==> src/rtl/fuzzy_speed_ctrl_param.sv <==
// Fuzzy-logic speed controller: periodic sample, 8-grade fuzzification, 15 min-rules, 5-set
// max aggregation and centroid via a restoring divider. Define FUZZY_SLEW_LIMIT_EN to slew-limit pw.
module fuzzy_speed_ctrl_param #(
    parameter int W          = 8,
    parameter int PERIOD_CYC = 25000000,
    parameter int RAMP_LOG2  = 5,
    parameter int E_ZH       = 10,
    parameter int E_SP       = 23,
    parameter int DE_ZH      = 5,
    parameter int C_STOP     = 119,
    parameter int C_SLOW     = 153,
    parameter int C_MED      = 187,
    parameter int C_FAST     = 221,
    parameter int C_BLAST    = 255,
    parameter int MAX_STEP   = 16
) (
    input  logic         clk,
    input  logic         rst_n,
    input  logic         go,
    input  logic [W-1:0] R,
    input  logic [W-1:0] C,
    output logic [W-1:0] pw,
    output logic         busy,
    output logic         done
);
    localparam int S       = W - RAMP_LOG2;
    localparam int NW      = 2 * W + 3;
    localparam int DW      = W + 3;
    localparam int CW      = $clog2(PERIOD_CYC + 1);
    localparam int KW      = (W > 2) ? $clog2(W) : 1;
    localparam int E_L_OFF = E_ZH + (1 << RAMP_LOG2) + E_SP;
    localparam logic [W-1:0]          GMAX   = {W{1'b1}};
    localparam logic signed [W+1:0]   GMAX_S = $signed({2'b00, GMAX});

    if (PERIOD_CYC < 64 || MAX_STEP < 1) begin : g_bad_param
        $error("fuzzy_speed_ctrl_param: PERIOD_CYC must be >= 64 and MAX_STEP >= 1");
    end

    typedef enum logic [3:0] {
        S_IDLE, S_SAMPLE, S_FUZZ, S_RULE, S_AGG, S_MAC, S_DIV, S_OUT, S_WAIT
    } state_t;

    // Rising ramp grade at distance (mag - off): 0 before the ramp, saturating at GMAX.
    function automatic logic [W-1:0] rise_g(input logic [W-1:0] mag, input int off);
        logic signed [W+2:0] d;
        logic [W+2+S:0]      sh;
        d  = $signed({3'b000, mag}) - $signed((W+3)'(off));
        sh = {{S{1'b0}}, d} << S;
        if (d[W+2] || d == '0) rise_g = '0;
        else if (|sh[W+2+S:W]) rise_g = GMAX;
        else                   rise_g = sh[W-1:0];
    endfunction

    function automatic logic [W-1:0] gmin(input logic [W-1:0] a, input logic [W-1:0] b);
        return (a < b) ? a : b;
    endfunction

    function automatic logic [W-1:0] gmax(input logic [W-1:0] a, input logic [W-1:0] b);
        return (a > b) ? a : b;
    endfunction

    function automatic logic [W-1:0] centroid(input logic [2:0] idx);
        case (idx)
            3'd0:    return W'(C_STOP);
            3'd1:    return W'(C_SLOW);
            3'd2:    return W'(C_MED);
            3'd3:    return W'(C_FAST);
            default: return W'(C_BLAST);
        endcase
    endfunction

    state_t              state_q, state_d;
    logic [CW-1:0]       cnt_q, cnt_d;
    logic                first_q, first_d;
    logic signed [W:0]   e_prev_q, e_prev_d, e_q, e_d, de_q, de_d;
    logic [W-1:0]        ge_q [5], ge_d [5];
    logic [W-1:0]        gd_q [3], gd_d [3];
    logic [W-1:0]        rule_q [15], rule_d [15];
    logic [W-1:0]        set_q [5], set_d [5];
    logic [2:0]          ei_q, ei_d, mi_q, mi_d;
    logic [1:0]          di_q, di_d;
    logic [KW-1:0]       kc_q, kc_d;
    logic [NW-1:0]       num_q, num_d;
    logic [DW-1:0]       den_q, den_d, rem_q, rem_d, rem_src;
    logic [W-1:0]        quo_q, quo_d, low_src;
    logic [W-1:0]        pw_q, pw_d;
    logic                done_q, done_d;

    logic signed [W:0]   e_new;
    logic signed [W+1:0] de_diff;
    logic [W-1:0]        ea, da, es, el, dp, rule_new;
    logic [2*W-1:0]      prod;
    logic [DW:0]         trial;
`ifdef FUZZY_SLEW_LIMIT_EN
    localparam logic [W-1:0] STEP_W = W'(MAX_STEP);
    logic [W-1:0]        slew_diff;
`endif

    always_comb begin
        state_d  = state_q;
        cnt_d    = (state_q == S_IDLE) ? cnt_q : cnt_q + CW'(1);
        first_d  = first_q;
        e_prev_d = e_prev_q;
        e_d      = e_q;
        de_d     = de_q;
        ge_d     = ge_q;
        gd_d     = gd_q;
        rule_d   = rule_q;
        set_d    = set_q;
        ei_d     = ei_q;
        di_d     = di_q;
        mi_d     = mi_q;
        kc_d     = kc_q;
        num_d    = num_q;
        den_d    = den_q;
        rem_d    = rem_q;
        quo_d    = quo_q;
        pw_d     = pw_q;
        done_d   = 1'b0;
`ifdef FUZZY_SLEW_LIMIT_EN
        slew_diff = '0;
`endif

        e_new   = $signed({1'b0, R}) - $signed({1'b0, C});
        de_diff = $signed({e_new[W], e_new}) - $signed({e_prev_q[W], e_prev_q});
        ea = e_q[W]  ? (~e_q[W-1:0] + W'(1))  : e_q[W-1:0];
        da = de_q[W] ? (~de_q[W-1:0] + W'(1)) : de_q[W-1:0];
        es = gmin(rise_g(ea, E_ZH), ~rise_g(ea, E_L_OFF));
        el = rise_g(ea, E_L_OFF);
        dp = rise_g(da, DE_ZH);
        rule_new = gmin(ge_q[ei_q], gd_q[di_q]);
        prod     = {{W{1'b0}}, set_q[mi_q]} * {{W{1'b0}}, centroid(mi_q)};
        rem_src  = (kc_q == '0) ? num_q[NW-1:W] : rem_q;
        low_src  = (kc_q == '0) ? num_q[W-1:0]  : quo_q;
        trial    = {rem_src, low_src[W-1]};

        case (state_q)
            S_IDLE: if (go) state_d = S_SAMPLE;
            S_SAMPLE: begin
                e_d      = e_new;
                e_prev_d = e_new;
                if (first_q)                de_d = '0;
                else if (de_diff > GMAX_S)  de_d = {1'b0, GMAX};
                else if (de_diff < -GMAX_S) de_d = -$signed({1'b0, GMAX});
                else                        de_d = de_diff[W:0];
                first_d = 1'b0;
                cnt_d   = CW'(1);
                state_d = S_FUZZ;
            end
            S_FUZZ: begin
                ge_d[0] = e_q[W] ? el : '0;
                ge_d[1] = e_q[W] ? es : '0;
                ge_d[2] = ~rise_g(ea, E_ZH);
                ge_d[3] = e_q[W] ? '0 : es;
                ge_d[4] = e_q[W] ? '0 : el;
                gd_d[0] = de_q[W] ? dp : '0;
                gd_d[1] = ~dp;
                gd_d[2] = de_q[W] ? '0 : dp;
                ei_d    = '0;
                di_d    = '0;
                state_d = S_RULE;
            end
            S_RULE: begin
                // Rule k pairs e-set k/3 with de-set k%3; shifting leaves rule k in rule_q[k].
                for (int i = 0; i < 14; i++) rule_d[i] = rule_q[i+1];
                rule_d[14] = rule_new;
                if (di_q == 2'd2) begin
                    di_d = '0;
                    ei_d = ei_q + 3'd1;
                end else begin
                    di_d = di_q + 2'd1;
                end
                if (ei_q == 3'd4 && di_q == 2'd2) state_d = S_AGG;
            end
            S_AGG: begin
                set_d[0] = gmax(gmax(rule_q[0], rule_q[1]), gmax(rule_q[2], rule_q[3]));
                set_d[1] = gmax(gmax(rule_q[4], rule_q[5]), rule_q[6]);
                set_d[2] = rule_q[7];
                set_d[3] = gmax(gmax(rule_q[8], rule_q[9]), rule_q[10]);
                set_d[4] = gmax(gmax(rule_q[11], rule_q[12]), gmax(rule_q[13], rule_q[14]));
                num_d    = '0;
                den_d    = '0;
                mi_d     = '0;
                state_d  = S_MAC;
            end
            S_MAC: begin
                num_d = num_q + {3'b000, prod};
                den_d = den_q + {3'b000, set_q[mi_q]};
                mi_d  = mi_q + 3'd1;
                kc_d  = '0;
                if (mi_q == 3'd4) state_d = S_DIV;
            end
            S_DIV: begin
                // The quotient fits in W bits, so the upper num bits seed the remainder.
                if (trial >= {1'b0, den_q}) begin
                    rem_d = trial[DW-1:0] - den_q;
                    quo_d = {low_src[W-2:0], 1'b1};
                end else begin
                    rem_d = trial[DW-1:0];
                    quo_d = {low_src[W-2:0], 1'b0};
                end
                kc_d = kc_q + KW'(1);
                if (kc_q == KW'(W - 1)) state_d = S_OUT;
            end
            S_OUT: begin
                if (den_q != '0) begin
`ifdef FUZZY_SLEW_LIMIT_EN
                    if (quo_q >= pw_q) begin
                        slew_diff = quo_q - pw_q;
                        pw_d = pw_q + ((slew_diff > STEP_W) ? STEP_W : slew_diff);
                    end else begin
                        slew_diff = pw_q - quo_q;
                        pw_d = pw_q - ((slew_diff > STEP_W) ? STEP_W : slew_diff);
                    end
`else
                    pw_d = quo_q;
`endif
                end
                done_d  = 1'b1;
                state_d = S_WAIT;
            end
            S_WAIT: if (cnt_q == CW'(PERIOD_CYC - 1)) state_d = go ? S_SAMPLE : S_IDLE;
            default: state_d = S_IDLE;
        endcase
    end

    always_ff @(posedge clk or negedge rst_n) begin
        if (!rst_n) begin
            state_q  <= S_IDLE;
            cnt_q    <= '0;
            first_q  <= 1'b1;
            e_prev_q <= '0;
            e_q      <= '0;
            de_q     <= '0;
            for (int i = 0; i < 5; i++) ge_q[i] <= '0;
            for (int i = 0; i < 3; i++) gd_q[i] <= '0;
            for (int i = 0; i < 15; i++) rule_q[i] <= '0;
            for (int i = 0; i < 5; i++) set_q[i] <= '0;
            ei_q     <= '0;
            di_q     <= '0;
            mi_q     <= '0;
            kc_q     <= '0;
            num_q    <= '0;
            den_q    <= '0;
            rem_q    <= '0;
            quo_q    <= '0;
            pw_q     <= '0;
            done_q   <= 1'b0;
        end else begin
            state_q  <= state_d;
            cnt_q    <= cnt_d;
            first_q  <= first_d;
            e_prev_q <= e_prev_d;
            e_q      <= e_d;
            de_q     <= de_d;
            ge_q     <= ge_d;
            gd_q     <= gd_d;
            rule_q   <= rule_d;
            set_q    <= set_d;
            ei_q     <= ei_d;
            di_q     <= di_d;
            mi_q     <= mi_d;
            kc_q     <= kc_d;
            num_q    <= num_d;
            den_q    <= den_d;
            rem_q    <= rem_d;
            quo_q    <= quo_d;
            pw_q     <= pw_d;
            done_q   <= done_d;
        end
    end

    assign pw   = pw_q;
    assign done = done_q;
    assign busy = (state_q != S_IDLE) && (state_q != S_WAIT);

endmodule

==> config.mk <==
export PLATFORM = sky130hd
export DESIGN_NAME = fuzzy_speed_ctrl_param
export DESIGN_NICKNAME = d
export VERILOG_FILES = /design/src/rtl/fuzzy_speed_ctrl_param.sv
export SDC_FILE = /design/constraint.sdc
export NUM_CORES = 1
export LEC_CHECK = 0
export CAP_MARGIN = 20
export CORE_AREA = 2 2 230 164
export DETAILED_ROUTE_END_ITERATION = 12
export DIE_AREA = 0 0 232 166
export PLACE_DENSITY = 0.73
export REMOVE_ABC_BUFFERS = 1
export SYNTH_ARGS = -nofsm -noshare
export SYNTH_HDL_FRONTEND = slang
export SYNTH_SLANG_ARGS = --single-unit
==> constraint.sdc <==
create_clock -name clk -period 6 [get_ports clk]
set_input_delay 1.2 -clock clk [delete_from_list [all_inputs] [get_ports clk]]
set_output_delay 1.2 -clock clk [all_outputs]
set_load 0.02 [all_outputs]
# Word level (Yosys, flattened, before mapping)
# Index checks and enable logic that the tools add are counted.
classes:
  addsub: 15
  multipliers: 1
  n_lt_le_gt_ge: 18
  n_eq_ne: 24
  muxes: 62
  bitwise: 8
  reduce_logical: 22
op_table:
  columns: ["operator", "count"]
  rows:
  - ["two-way mux 8 bit", 34]
  - ["greater-than comparator 8 bit", 10]
  - ["two-way mux 25 bit", 2]
  - ["binary-select mux 8 bit (select 3 bit)", 2]
  - ["NOT 8 bit", 5]
  - ["one-hot mux 19 bit (2 select lines)", 1]
  - ["one-hot mux 4 bit (9 select lines)", 1]
  - ["logical NOT 11 bit", 3]
  - ["one-hot mux 8 bit (4 select lines)", 1]
  - ["two-way mux 9 bit", 3]
  - ["adder 25 x 1 -> 25 bit, second input constant", 1]
  - ["equality test 25 bit, second input constant", 1]
  - ["two-way mux 11 bit", 2]
  - ["one-hot mux 11 bit (2 select lines)", 1]
  - ["two-way mux 4 bit", 5]
  - ["adder 19 x 16 -> 19 bit", 1]
  - ["one-hot mux 3 bit (2 select lines)", 3]
  - ["OR reduction 6 bit", 3]
  - ["adder 8 x 1 -> 8 bit, second input constant", 2]
  - ["binary-select mux 8 bit (select 2 bit)", 1]
  - ["equality test 4 x 3 -> 1 bit, second input constant", 4]
  - ["less-than comparator 8 bit", 2]
  - ["multiplier 8 x 8 -> 16 bit", 1]
  - [">= comparator 12 x 11 -> 1 bit", 1]
  - ["other kinds (38)", 60]
word_totals:
  regBits: 341
  out_inout_bits: 10
  elab_cells: 193

# Longest topological paths before layout
# Gate-level depths: netlist (run 1).
logic_depth:
  depth_word: 11
  ltp_mapped: 23

# Least setup slack after synthesis (run 1)
# OpenSTA, ideal clock, no wires.
synth_path:
  path_kind: "flip-flop to flip-flop"
  startpoint: "reg mi_q[0]"
  endpoint: "reg num_q[16]"
  setup_time_ns: 0.135
  t_arrival_ns: 5.338
  required_time_ns: 5.865
  slack_ns: 0.527
  stages_incl_launch_ff: 22
  period_less_slack_ns: 5.473
  cell_sequence: "dfrtp_1 clkbuf_1 inv_1 ha_1 or4_1 clkbuf_1 nand2_1 fa_1 inv_1 fa_1 fa_1 inv_1 fa_1 inv_1 ha_1 a21o_1 a21oi_1 o21ai_0 a41oi_1 a21oi_1 xnor2_1 o21ai_0"
synth_between:
  elab_chain_cells: 7
  word_cells_on_any_way: 12
  cone_classes: "1 x add/sub; 1 x mul; 3 x eq/ne; 5 x mux; 1 x bitwise; 1 x reduce/logical"
synth_rtl:
  columns: ["element", "line_no", "source"]
  rows:
  - ["start, declared", "80", "logic [2:0] ei_q, ei_d, mi_q, mi_d;"]
  - ["start signal, assigned", "262", "mi_q <= mi_d;"]
  - ["NOT 3 -> 4 bit (not written as such)", "132", "prod = {{W{1'b0}}, set_q[mi_q]} * {{W{1'b0}}, centroid(mi_q)};"]
  - ["binary-select mux 8 bit (select 3 bit)", "132", null]
  - ["two-way mux 8 bit (not written as such) (2 in series)", "132", null]
  - ["multiplier 8 x 8 -> 16 bit *", "132", null]
  - ["adder 19 x 16 -> 19 bit *", "187", "num_d = num_q + {3'b000, prod};"]
  - ["one-hot mux 19 bit (2 select lines) *", "137", "case (state_q)"]
  - ["end signal, assigned", "264", "num_q <= num_d;"]
  - ["end, declared", "83", "logic [NW-1:0] num_q, num_d;"]
# Mark *: on every way between the ends. The rest lies on a longest branch, timed or not. The select of a mux whose other input is x is not followed.
# A chain may end at the register's enable or synchronous reset.

# Worst setup path after layout (run 1)
layout_path:
  startpoint: "reg mi_q[1]"
  endpoint: "reg num_q[18]"
# Same word-level chain as after synthesis.

==> impl_metrics.json, run 1 <==
{
  "status": "complete, no violations",
  "synth_top_family_by_area": "adder cells",
  "tritoncts": "done",
  "antenna_found_initial": 0,
  "wl_um": 45100,
  "ys_types": 83,
  "total_power_uw": 11300,
  "clock-sinks": 285,
  "cp_slowest_cell": "or4_1",
  "tightest_slew_ps": 947,
  "period_needed_ps": 5750,
  "die_area_mm2": 0.0385,
  "num_rows": 59,
  "chipWidth_um": 232,
  "grt.total_usage_pct": 23.6,
  "final_common_cell": "nand2_1",
  "drcViolationCount": 0,
  "ys.flop_type": "dfrtp_1",
  "synth_compound_area_share_pct": 15.6,
  "reg2reg_slack_ps": 250,
  "start_kind": "flop",
  "path_clk_slew_ps": 70,
  "setup_ws_ps": 253,
  "synthSimpleGateAreaFrac_pct": 15.9,
  "clock_skew_ps": 21.8,
  "power.density_mw_per_mm2": 529,
  "routedWlPerCell_um": 16.8,
  "period_share_pct": 95.8,
  "yosys_register_bits": 285,
  "fin_util_pct": 58.6,
  "syn_area_mm2": 0.0197,
  "area_delta_synth_final_pct": 8.61,
  "cp-end-kind": "flop",
  "max_freq_mhz": 174,
  "maxSlewHeadroom_pct": 36.4,
  "finalHoldViolCount": 0,
  "grt_pass1_wl_um": 75500,
  "antenna_left": 0,
  "clk-insertion-delay-late_ps": 570,
  "rsz0062_at_grt": "false",
  "routabilityCongestion": 0.888,
  "viasPerCell": 5.74,
  "critPathArrivalTime_ps": 6190,
  "drive_above_1_share_pct": 6.53,
  "via_count": 15400,
  "cap_viol_max_count": 0,
  "synthCells": 2178,
  "cpLargestDelayFamily": "adder cells",
  "crit_path_frequent_cell": "fa_1",
  "synthArstFlopShare_pct": 100,
  "finalInstanceArea_mm2": 0.0214,
  "syn_area_per_cell_um2": 9.06,
  "leakage_uw": 0.0103,
  "dieHeight_um": 166,
  "nets": 2413,
  "dr.pass1.iters": 5,
  "setup-tns-final_ps": 0,
  "cts_root_buffer": "clkbuf_16",
  "most-common-layout-cells": "nand2_1 (301), dfrtp_1 (283), inv_1 (241)",
  "grt-ovfl-total": 0,
  "holdBufCountCts": 0,
  "crit_path_max_incr_delay_ps": 660,
  "ir_drop_mv": 0.515,
  "dp_hpwl_um": 33100,
  "first_global_vias": 14900,
  "drt_iter0_markers": 1328,
  "synth_xor_area_share_pct": 3.45,
  "crit_fanout": 10,
  "start_util_pct": 54.0,
  "crit_type": "reg2reg",
  "path_cells": "ha_1 > ha_1 > or4_1 > nand2_1 > fa_1 > inv_1 > fa_1 > fa_1 > inv_1 > fa_1 > inv_1 > ha_1 > a21o_1 > a21oi_1 > o21ai_0 > a41oi_2 > a21oi_1 > xnor2_1 > nor2_1",
  "synth_edf_count": 0,
  "ys_warn_count": 0,
  "numPortBuffers": 28,
  "clock_path_buffers": 3,
  "synthMuxAreaShare_pct": 6.16,
  "hold_path.class": "reg2reg",
  "synth_seq_area_share_pct": 36.2,
  "core_mm2": 0.0365,
  "cts_made_buffers": 29,
  "diodes": 0,
  "slew_viol_final": 0,
  "cp.required_ps": 6440,
  "synthAdderAreaFrac_pct": 16.4,
  "place_ws_ps": 110,
  "crit_buf_inv": 3,
  "nFillCells": 3117,
  "grt_max_degree": 129,
  "place_area_mm2": 0.0204,
  "setup_viol": 0,
  "pin_count": 29,
  "cts_max_level": 1
}
==> area by class of cell <==
class | instances | area [um2] | area share, %
clock buffers | 37 | 796 | 3.71
clock inverters | 16 | 174 | 0.812
inverters | 242 | 908 | 4.24
multi-input cells | 1565 | 11400 | 53.1
flip-flops and latches | 285 | 7130 | 33.3
well taps | 488 | 611 | 2.85
repair buffers | 46 | 433 | 2.02
==> report_power, final <==
group	total, uW	leakage [uW]	switching [uW]	internal, uW
registers	3030	0.00383	579	2460
clock network	1860	0.000474	792	1070
logic	6440	0.00599	3900	2530
total	11300	0.0103	5270	6060
==> cell families after synthesis <==
| kind of cell | count (synthesis) |
|---|---|
| simple gates | 670 |
| compound gates | 477 |
| buf+inv | 328 |
| flops | 285 |
| fa+ha+maj | 232 |
| mux | 110 |
| xor+xnor | 76 |
==> per-stage QoR <==
step | cells | hold WS [ps]
after floorplan | 2092 | 438
after global placement | 2626 | 455
after detailed placement | 2626 | 458
after CTS | 2679 | 471
after global routing | 2679 | 506
final | 2679 | 467
==> cells in the mapped netlist (all sizes together) (25+ instances only) <==
library cell	count	area, um2
mux2i	73	731
nand2	301	1130
inv	242	908
clkbuf	72	270
fa	47	941
nor2	108	405
nand3	67	335
o31ai	25	211
a21oi	66	330
ha	178	2230
o21ai	186	931
a21o	31	233
xnor2	37	324
xor2	39	357
nor2b	30	188
mux2	31	349
nor3	36	190
dfrtp	284	7110
==> worst paths after layout <==
| kind | from | cells past startpoint | endpoint |
|---|---|---|---|
| setup reg to reg | mi_q[1]$_DFFE_PN0P_ | 19 | num_q[18]$_DFFE_PN0P_ |
| min in group asynchronous | rst_n | 1 | num_q[13]$_DFFE_PN0P_ |
| hold / removal | gd_q[22]$_DFFE_PN0P_ | 2 | gd_q[22]$_DFFE_PN0P_ |
| max in group asynchronous | rst_n | 2 | rule_q[108]$_DFFE_PN0P_ |
| setup / recovery | mi_q[1]$_DFFE_PN0P_ | 19 | num_q[18]$_DFFE_PN0P_ |
| hold reg to reg | gd_q[22]$_DFFE_PN0P_ | 2 | gd_q[22]$_DFFE_PN0P_ |
==> tightest hold or removal path, delay by kind of cell (launching register included) <==
family	cells	cell delay, ps
AND/OR/NAND/NOR	2	100
flip-flops	1	340
==> state kept, by name (all words and copies together) (netlist names), 3 cells and up <==
signal / cells
rule_q: 90
state_q: 4
cnt_q: 25
de_q: 9
rem_q: 11
gd_q: 18
set_q: 30
ge_q: 30
kc_q: 3
pw: 8
den_q: 11
ei_q: 3
mi_q: 3
quo_q: 8
e_q: 9
num_q: 19
==> routing by layer <==
layer	global-route usage (%)	up-vias	wire (um)
li1	-	7484	-
met1	35.8	7476	22000
met2	36.0	367	19800
met3	3.35	51	2440
met4	4.60	0	813
met5	0	-	0
==> timing repair <==
item                       4_1_cts  5_1_grt
setup endpoints to repair        0        3
setup buffers                    0        0
resized for setup                0        2
No activity file was read; power rests on OpenSTA's default activity.
==> inputs of run 2 (changes only) <==
- CAP_MARGIN: 20 -> default
- RECOVER_POWER: default -> 50
==> impl_metrics.json, run 2 (synthesis results as in run 1) <==
{
  "min_from": "gd_q[22]$_DFFE_PN0P_",
  "leakage_uw": 0.0103,
  "power.density_mw_per_mm2": 529,
  "antenna_left": 0,
  "num_rows": 59,
  "cp-end-kind": "flop",
  "core_mm2": 0.0365,
  "drcViolationCount": 0,
  "diodes": 0,
  "start_kind": "flop",
  "period_share_pct": 95.7,
  "finalHoldViolCount": 0,
  "crit_path_max_incr_delay_ps": 650,
  "maxSlewHeadroom_pct": -193,
  "dr.pass1.iters": 5,
  "rsz0062_at_grt": "false",
  "start_util_pct": 54.0,
  "tritoncts": "done",
  "largest_register_ffs": 90,
  "crit_fanout": 10,
  "crit_path_frequent_cell": "fa_1",
  "drt_iter0_markers": 1316,
  "path_cells": "ha_1 > ha_1 > or4_1 > nand2_1 > fa_1 > inv_1 > fa_1 > fa_1 > inv_1 > fa_1 > inv_1 > ha_1 > a21o_1 > a21oi_1 > o21ai_0 > a41oi_2 > a21oi_1 > xnor2_1 > nor2_1",
  "cp_slowest_cell": "or4_1",
  "reg2reg_slack_ps": 260,
  "grt_pass1_wl_um": 75500,
  "cts_made_buffers": 29,
  "setup_viol": 0,
  "max_freq_mhz": 174,
  "most-common-layout-cells": "nand2_1 (301), dfrtp_1 (283), inv_1 (241)",
  "area_delta_synth_final_pct": 8.52,
  "regMostFlops": "rule_q",
  "clk-insertion-delay-late_ps": 560,
  "pin_count": 29,
  "crit_type": "reg2reg",
  "wl_um": 45100,
  "nets": 2413,
  "grt_max_degree": 129,
  "clock_skew_ps": 20.7,
  "tightest_slew_ps": 4390,
  "cts_root_buffer": "clkbuf_16",
  "viasPerCell": 5.75,
  "numPortBuffers": 28,
  "status": "complete, but fails checks",
  "cp.required_ps": 6440,
  "grt.total_usage_pct": 23.6,
  "cap_viol_max_count": 4,
  "setup_ws_ps": 257,
  "dp_hpwl_um": 33100,
  "slew_viol_final": 250,
  "ir_drop_mv": 0.516,
  "holdBufCountCts": 0,
  "routedWlPerCell_um": 16.8,
  "grt-ovfl-total": 0,
  "antenna_found_initial": 0,
  "routabilityCongestion": 0.888,
  "hold_path.class": "reg2reg",
  "cts_max_level": 1,
  "via_count": 15400,
  "final_common_cell": "nand2_1",
  "setup-tns-final_ps": 0,
  "dieHeight_um": 166,
  "clock_path_buffers": 3,
  "clock-sinks": 285,
  "reg2reg_from": "mi_q[1]$_DFFE_PN0P_",
  "die_area_mm2": 0.0385,
  "chipWidth_um": 232,
  "reg_top3": "rule_q (90), ge_q (30), set_q (30)",
  "period_needed_ps": 5740,
  "violations": "max-capacitance violations, max-slew violations",
  "critPathArrivalTime_ps": 6180,
  "place_ws_ps": 110,
  "path_clk_slew_ps": 70,
  "drive_above_1_share_pct": 6.30,
  "first_global_vias": 14900,
  "crit_start": "mi_q[1]$_DFFE_PN0P_"
}
-- run 2: path summary, 6_finish.rpt --
| kind | end | cells past startpoint |
|---|---|---|
| min | gd_q[22]$_DFFE_PN0P_ | 2 |
| min in group asynchronous | num_q[13]$_DFFE_PN0P_ | 1 |
| min reg2reg | gd_q[22]$_DFFE_PN0P_ | 2 |
| max in group asynchronous | ge_q[35]$_DFFE_PN0P_ | 1 |
| max | num_q[18]$_DFFE_PN0P_ | 19 |
| max reg2reg | num_q[18]$_DFFE_PN0P_ | 19 |
-- run 2: worst max-delay path: cells and delay by family, from the launching register on --
family                     cells  cell delay, ps
buffers and inverters          3             190
and+or+nand+nor                3             910
xor gates and xnor gates       1             170
AOI/OAI and AO/OA              5            1050
DFF                            1             510
adders and majority gates      7            2760
-- run 2: what timing repair did --
action | CTS | global route
gates resized for setup | 0 | 2
setup buffers | 0 | 0
endpoints found under the setup margin | 0 | 3
-- run 2: where the power goes --
part           internal, uW  total, uW  switching (uW)
clock network          1070       1860             793
logic                  2530       6430            3910
registers              2460       3040             580
-- run 2: cell type report --
class	count	area [um2]
Clock inverter	16	174
Tap cell	488	611
Sequential cell	285	7130
Fill cell	3122	15100
Timing Repair Buffer	46	415
Clock buffer	37	796
Multi-Input combinational cell	1565	11400
Inverter	242	908
-- run 2: stage by stage --
stage / cells / hold WS (ps) / utilization, % / total power [uW] / area (um2)
finish: 2679 / 467 / 58.6 / 11300 / 21400
global route: 2679 / 506 / 58.6 / 12300 / 21400
floorplan: 2092 / 438 / - / 7710 / 19400
detailed placement: 2626 / 458 / 56.0 / 9410 / 20400
global placement: 2626 / 455 / 56.0 / 9170 / 20400
CTS: 2679 / 471 / 58.6 / 11300 / 21400
-- run 2: per-layer routing --
layer | vias up | part of all wire, % | global-route usage, %
li1 | 7482 | - | -
met1 | 7491 | 49 | 35.8
met2 | 387 | 44 | 36.0
met3 | 54 | 5.7 | 3.35
met4 | 0 | 1.8 | 4.60
met5 | - | 0 | 0
